[src/rtl/legacy_ingress_buf_pkg.sv]
// Shared types and widths for the legacy ingress buffer slice.
package legacy_pkg;
  localparam int BYTE_W  = 8;
  localparam int FRAME_W = 4;

  typedef enum logic [1:0] {
    IDLE = 2'd0,
    RUN  = 2'd1,
    GAP  = 2'd2
  } state_t;
endpackage

[src/rtl/legacy_ingress_buf_if.sv]
// Upstream byte handshake plus the paced output bus toward the legacy datapath.
interface legacy_ingress_buf_if
  import legacy_pkg::*;
#(
  parameter int AW = 4
);
  logic              s_valid;
  logic              s_ready;
  logic [BYTE_W-1:0] s_data;
  logic              s_last;
  logic              dn_en;
  logic              out_vld;
  logic [AW-1:0]     out_in0;
  logic [BYTE_W-1:0] out_in1;
  logic [7:3]        out_wpat1;
  logic [15:12]      out_wpat2;

  modport master (
    output s_valid, s_data, s_last, dn_en,
    input  s_ready, out_vld, out_in0, out_in1, out_wpat1, out_wpat2
  );

  modport slave (
    input  s_valid, s_data, s_last, dn_en,
    output s_ready, out_vld, out_in0, out_in1, out_wpat1, out_wpat2
  );
endinterface

[src/rtl/legacy_ingress_buf_sync_fifo.sv]
// Small synchronous FIFO, no write-to-read bypass; clr empties it in one cycle.
module legacy_sync_fifo
  import legacy_pkg::*;
#(
  parameter int DEPTH = 4,
  parameter int W     = 9
) (
  input  logic                   clk,
  input  logic                   rstn,
  input  logic                   clr,
  input  logic                   push,
  input  logic                   pop,
  input  logic [W-1:0]           wdata,
  output logic [W-1:0]           rdata,
  output logic                   full,
  output logic                   empty,
  output logic [$clog2(DEPTH):0] count
);
  localparam int PW = $clog2(DEPTH);
  localparam logic [PW:0] FULL_CNT = (PW+1)'(DEPTH);

  logic [W-1:0]  mem [DEPTH];
  logic [PW-1:0] wr_ptr;
  logic [PW-1:0] rd_ptr;
  logic          do_push;
  logic          do_pop;

  assign full    = (count == FULL_CNT);
  assign empty   = (count == '0);
  assign do_push = push & ~full & ~clr;
  assign do_pop  = pop & ~empty & ~clr;
  assign rdata   = mem[rd_ptr];

  always_ff @(posedge clk or negedge rstn) begin
    if (!rstn) begin
      wr_ptr <= '0;
      rd_ptr <= '0;
      count  <= '0;
    end else if (clr) begin
      wr_ptr <= '0;
      rd_ptr <= '0;
      count  <= '0;
    end else begin
      if (do_push) wr_ptr <= wr_ptr + PW'(1);
      if (do_pop)  rd_ptr <= rd_ptr + PW'(1);
      if (do_push && !do_pop)      count <= count + (PW+1)'(1);
      else if (do_pop && !do_push) count <= count - (PW+1)'(1);
    end
  end

  always_ff @(posedge clk) begin
    if (do_push) mem[wr_ptr] <= wdata;
  end
endmodule

[src/rtl/legacy_ingress_buf.sv]
// Buffers an upstream byte stream and paces it out to the legacy datapath,
// tagging each byte with its frame address and status patterns.
//
// state | meaning
// IDLE  | FIFO empty, waiting for a byte
// RUN   | popping one byte per dn_en
// GAP   | one-cycle bubble after a frame's last byte
module legacy_ingress_buf
  import legacy_pkg::*;
#(
  parameter int AW    = 4,
  parameter int DEPTH = 4
) (
  input logic                 clk,
  input logic                 rstn,
  input logic                 clr,
  legacy_ingress_buf_if.slave bus
);
  localparam int CW = $clog2(DEPTH) + 1;

  state_t             state;
  state_t             state_nxt;
  logic               pop;
  logic               full;
  logic               empty;
  logic [BYTE_W:0]    rdata;
  logic [CW-1:0]      count;
  logic               pop_last;
  logic [AW-1:0]      addr;
  logic [FRAME_W-1:0] frame_cnt;

  logic               out_vld;
  logic [AW-1:0]      out_in0;
  logic [BYTE_W-1:0]  out_in1;
  logic [4:0]         out_wpat1;
  logic [3:0]         out_wpat2;

  legacy_sync_fifo #(
    .DEPTH (DEPTH),
    .W     (BYTE_W + 1)
  ) u_fifo (
    .clk   (clk),
    .rstn  (rstn),
    .clr   (clr),
    .push  (bus.s_valid & ~full),
    .pop   (pop),
    .wdata ({bus.s_last, bus.s_data}),
    .rdata (rdata),
    .full  (full),
    .empty (empty),
    .count (count)
  );

  assign pop_last    = rdata[BYTE_W];
  assign bus.s_ready = ~full;

  always_ff @(posedge clk or negedge rstn) begin
    if (!rstn)    state <= IDLE;
    else if (clr) state <= IDLE;
    else          state <= state_nxt;
  end

  always_comb begin
    state_nxt = state;
    case (state)
      IDLE: if (!empty) state_nxt = RUN;
      RUN: begin
        if (pop && pop_last) state_nxt = GAP;
        else if (empty)      state_nxt = IDLE;
      end
      GAP:     state_nxt = empty ? IDLE : RUN;
      default: state_nxt = IDLE;
    endcase
  end

  always_comb begin
    pop = 1'b0;
    if (state == RUN) pop = bus.dn_en & ~empty;
  end

  // Fill level is captured before the pop takes effect.
  always_ff @(posedge clk or negedge rstn) begin
    if (!rstn) begin
      out_vld   <= 1'b0;
      out_in0   <= '0;
      out_in1   <= '0;
      out_wpat1 <= '0;
      out_wpat2 <= '0;
      addr      <= '0;
      frame_cnt <= '0;
    end else if (clr) begin
      out_vld   <= 1'b0;
      out_in0   <= '0;
      out_in1   <= '0;
      out_wpat1 <= '0;
      out_wpat2 <= '0;
      addr      <= '0;
      frame_cnt <= '0;
    end else begin
      out_vld <= pop;
      if (pop) begin
        out_in1   <= rdata[BYTE_W-1:0];
        out_in0   <= addr;
        out_wpat1 <= {frame_cnt, pop_last};
        out_wpat2 <= 4'(count);
        if (pop_last) begin
          addr      <= '0;
          frame_cnt <= frame_cnt + FRAME_W'(1);
        end else begin
          addr <= addr + AW'(1);
        end
      end
    end
  end

  assign bus.out_vld   = out_vld;
  assign bus.out_in0   = out_in0;
  assign bus.out_in1   = out_in1;
  assign bus.out_wpat1 = out_wpat1;
  assign bus.out_wpat2 = out_wpat2;
endmodule

[src/flat_wrapper.sv]
// flat-port wrapper written by rule: the top's interface ports become plain ports
module legacy_ingress_buf_flat import legacy_pkg::*;
#(
  parameter int AW    = 4,
  parameter int DEPTH = 4
)
  (clk, rstn, clr, bus_s_valid, bus_s_data, bus_s_last, bus_dn_en, bus_s_ready, bus_out_vld, bus_out_in0, bus_out_in1, bus_out_wpat1, bus_out_wpat2);
  legacy_ingress_buf_if #(.AW(AW)) bus_i ();
  input logic clk;
  input logic rstn;
  input logic clr;
  input wire logic [$bits(bus_i.s_valid)-1:0] bus_s_valid;
  input wire logic [$bits(bus_i.s_data)-1:0] bus_s_data;
  input wire logic [$bits(bus_i.s_last)-1:0] bus_s_last;
  input wire logic [$bits(bus_i.dn_en)-1:0] bus_dn_en;
  output wire logic [$bits(bus_i.s_ready)-1:0] bus_s_ready;
  output wire logic [$bits(bus_i.out_vld)-1:0] bus_out_vld;
  output wire logic [$bits(bus_i.out_in0)-1:0] bus_out_in0;
  output wire logic [$bits(bus_i.out_in1)-1:0] bus_out_in1;
  output wire logic [$bits(bus_i.out_wpat1)-1:0] bus_out_wpat1;
  output wire logic [$bits(bus_i.out_wpat2)-1:0] bus_out_wpat2;
  assign bus_i.s_valid = bus_s_valid;
  assign bus_i.s_data = bus_s_data;
  assign bus_i.s_last = bus_s_last;
  assign bus_i.dn_en = bus_dn_en;
  assign bus_s_ready = bus_i.s_ready;
  assign bus_out_vld = bus_i.out_vld;
  assign bus_out_in0 = bus_i.out_in0;
  assign bus_out_in1 = bus_i.out_in1;
  assign bus_out_wpat1 = bus_i.out_wpat1;
  assign bus_out_wpat2 = bus_i.out_wpat2;
  legacy_ingress_buf #(.AW(AW), .DEPTH(DEPTH)) u_core (.clk(clk), .rstn(rstn), .clr(clr), .bus(bus_i));
endmodule
[config.mk]
export PLATFORM = sky130hd
export DESIGN_NAME = legacy_ingress_buf_flat
export DESIGN_NICKNAME = d
export VERILOG_FILES = /design/src/rtl/legacy_ingress_buf_pkg.sv /design/src/rtl/legacy_ingress_buf_if.sv /design/src/rtl/legacy_ingress_buf_sync_fifo.sv /design/src/rtl/legacy_ingress_buf.sv /design/src/flat_wrapper.sv
export SDC_FILE = /design/constraint.sdc
export NUM_CORES = 1
export LEC_CHECK = 0
export CAP_MARGIN = 20
export CORE_MARGIN = 10
export CORE_UTILIZATION = 35
export DETAILED_ROUTE_END_ITERATION = 12
export SLEW_MARGIN = 10
export SYNTH_ARGS = -nofsm -noshare
export SYNTH_HDL_FRONTEND = slang
export SYNTH_SLANG_ARGS = --single-unit
export TNS_END_PERCENT = 5
[constraint.sdc]
create_clock -name clk -period 2.4 [get_ports clk]
set_input_delay 0.48 -clock clk [delete_from_list [all_inputs] [get_ports clk]]
set_output_delay 0.48 -clock clk [all_outputs]
set_load 0.02 [all_outputs]
==> qor.yml <==
clock_tree.root_cell: "clkbuf_8"
dieArea_sq_um: 13000
dr.pass1.iters: 4
fin_setup_tns_ps: 0
critPathBufInv: 1
start_util_pct: 35.7
critPathMaxStageDelay_ps: 580
p_total_mw: 3.23
drc: 0
maxSlewHeadroom_pct: 43.9
endpoint_kind: "output port"
layout_min_cycle_time_ps: 2320
power_frac_seq_pct: 47.2
grt_pass1_vias: 1976
clockBufferDepth: 2
cts_tree: "built"
ir_worst_vdd_mv: 0.275
tightest_slew_ps: 842
core_sq_um: 8680
hold_path_class: "in2async"
wl_microns: 6090
grt_pass1_wl_microns: 10300
drtIter0Drc: 72
p_switching_mw: 0.989
clkPwrFrac_pct: 31.1
yosysSeqAreaShare_pct: 65.6
maxCapViolCount: 0
antenna_cells: 0
overflow: 0
dp_hpwl_microns: 4100
worstReg2RegEnd: "u_core.u_fifo.count[2]$_DFFE_PN0P_"
clk_pin_slew_ps: 90
cts-hold-fix-buffers: 0
synth_top_cell_by_area: "edfxtp_1"
cts_buffers: 9
grt_max_degree: 41
worst_setup_path_start_kind: "register"
via_per_inst: 4.83
drive_above_1_share_pct: 13.8
p_int_mw: 2.24
syn_area_sq_um: 3100
worstPathRequired_ps: 1920
fin_crit_sh_pct: 96.5
setup_viol: 0
switching_share_pct: 30.6
mostFrequentLayoutCell: "nand2_1"
row_count: 34
grt_setup_unrepaired: "no"
finalMaxSlewViolations: 0
mostFrequentLayoutCells: "nand2_1 (41), dfrtp_1 (37), edfxtp_1 (36)"
worstReg2RegStart: "u_core.u_fifo.count[1]$_DFFE_PN0P_"
p_comb_share_pct: 21.7
grt_use_total_pct: 9.93
yosys_warnings: 0
syn_to_final_growth_pct: 22.6
portBuffers: 35
r2r_setup_slack_ps: 250
gp_congestion: 0.767
synth_top_cell_area_share_pct: 34.9
crit_chain: "or3b_1, clkdlybuf4s50_1"
io_pins: 37
netlist_instances: 242
syn_nets: 263
ys_ff_latch: 74
final_antenna_net_count: 0
fin_skew_ps: 9.88
die_h_microns: 114
avgRoutedWirePerCell_microns: 15.3
fin_ws_ps: 83.5
status: "complete, no violations"
path_max_fanout: 6
hold_viol: 0
rr_worst_depth: 8
die_w_microns: 114
clock_sinks: 74
critPathTopFamily: "buffers and inverters"
antenna_found_initial: 0
crit_type: "reg2out"
clk_latency_ps: 350
p_per_area_nw_per_um2: 850
htree_num_levels: 3
cp.arrival_ps: 1840
synth_cell_type_count: 37
synth.avg_cell_area_sq_um: 12.8
vias: 1918
total_leakage_power_nw: 1.44
nets: 305
slowest_stage: "clkdlybuf4s50_1"
post-route-util_pct: 43.8
place_ws_ps: 105
synth.area.top_cells: "edfxtp_1 (35%), dfrtp_1 (31%), mux4_2 (6.5%)"
fmax_mhz: 432
==> sequential cells by signal (all words and copies together), names as in the netlist <==
name	count
u_core.bus.out_wpat2	3
u_core.state	2
u_core.bus.out_in0	4
u_core.bus.out_in1	8
u_core.bus.out_vld	1
u_core.addr	4
u_core.u_fifo.mem	36
u_core.u_fifo.rd_ptr	2
u_core.frame_cnt	4
u_core.u_fifo.count	3
u_core.u_fifo.wr_ptr	2
u_core.bus.out_wpat1	5
==> per-stage QoR <==
step                      cell area, sq um  hold WS [ps]  cells
after global placement                3590           460    381
after CTS                             3800           257    397
after floorplan                       3100           184    242
final                                 3800           232    397
after global routing                  3800           289    397
after detailed placement              3590           477    381
==> cell families after synthesis <==
| logic type | Yosys count | share of synthesized area [%] |
|---|---|---|
| compound gates | 33 | 5.86 |
| xor+xnor | 8 | 2.26 |
| fa+ha+maj | 7 | 3.07 |
| buf+inv | 19 | 2.71 |
| flops | 74 | 65.6 |
| mux | 11 | 7.27 |
| other cells | 1 | 0.121 |
| simple gates | 89 | 13.1 |
==> power by group through the flow <==
stage	clock network (mW)	registers (mW)	logic [mW]
final	1.00	1.52	0.700
after global routing	1.10	1.54	0.780
after CTS	1.03	1.52	0.716
after detailed placement	0	1.55	0.712
after global placement	0	1.54	0.704
after floorplan	0	1.56	0.456
==> Yosys cell counts <==
library cell / count
a211o_1: 1
a21oi_1: 25
a22oi_1: 1
a2bb2oi_1: 1
a31o_2: 1
a31oi_1: 2
and2_1: 5
and3_1: 1
and3b_1: 1
buf_1: 1
buf_2: 7
buf_4: 1
clkbuf_1: 5
conb_1: 1
dfrtp_1: 38
edfxtp_1: 36
fa_1: 1
ha_1: 6
inv_1: 5
mux2_1: 2
mux4_2: 9
nand2_1: 41
nand2_2: 2
nand3_1: 6
nand4_1: 2
nand4b_1: 1
nor2_1: 19
nor2b_1: 1
nor3_1: 4
nor4b_1: 1
o21ai_0: 2
or2_1: 1
or3_1: 1
or3b_1: 1
or4_1: 2
xnor2_1: 4
xor2_1: 4
==> layout make-up <==
class	instances	area (sq um)
Timing Repair Buffer	45	420
Sequential cell	74	2030
Inverter	5	18.8
Tap cell	108	135
Fill cell	826	4880
Clock buffer	9	124
Multi-Input combinational cell	149	982
Clock inverter	7	83.8
==> what timing repair did <==
item                                    CTS  global route
buffers inserted                          0             0
gates resized for setup                   0             1
hold endpoints to repair                  0             0
endpoints found under the setup margin    0             1
==> worst max-delay path by stage <==
stage	start	endpoint	slack, ps	depth (start not counted)
after floorplan	bus_dn_en	u_core.u_fifo.count[1]$_DFFE_PN0P_	130	9
after global placement	bus_dn_en	u_core.u_fifo.count[1]$_DFFE_PN0P_	150	7
after detailed placement	bus_dn_en	u_core.u_fifo.count[2]$_DFFE_PN0P_	110	8
after CTS	u_core.u_fifo.count[2]$_DFFE_PN0P_	bus_s_ready	30	2
after global routing	u_core.u_fifo.count[1]$_DFFE_PN0P_	bus_s_ready	10	2
final	u_core.u_fifo.count[1]$_DFFE_PN0P_	bus_s_ready	80	2
==> metal layers <==
layer,vias to the layer above,share of wire (%),GRT usage (%)
met5,-,0,0
met4,0,1.1,3.76
met3,6,5.4,3.83
met2,32,50,15.6
met1,939,44,12.1
li1,941,-,-
Note: power is estimated with default switching activity, not from simulation.
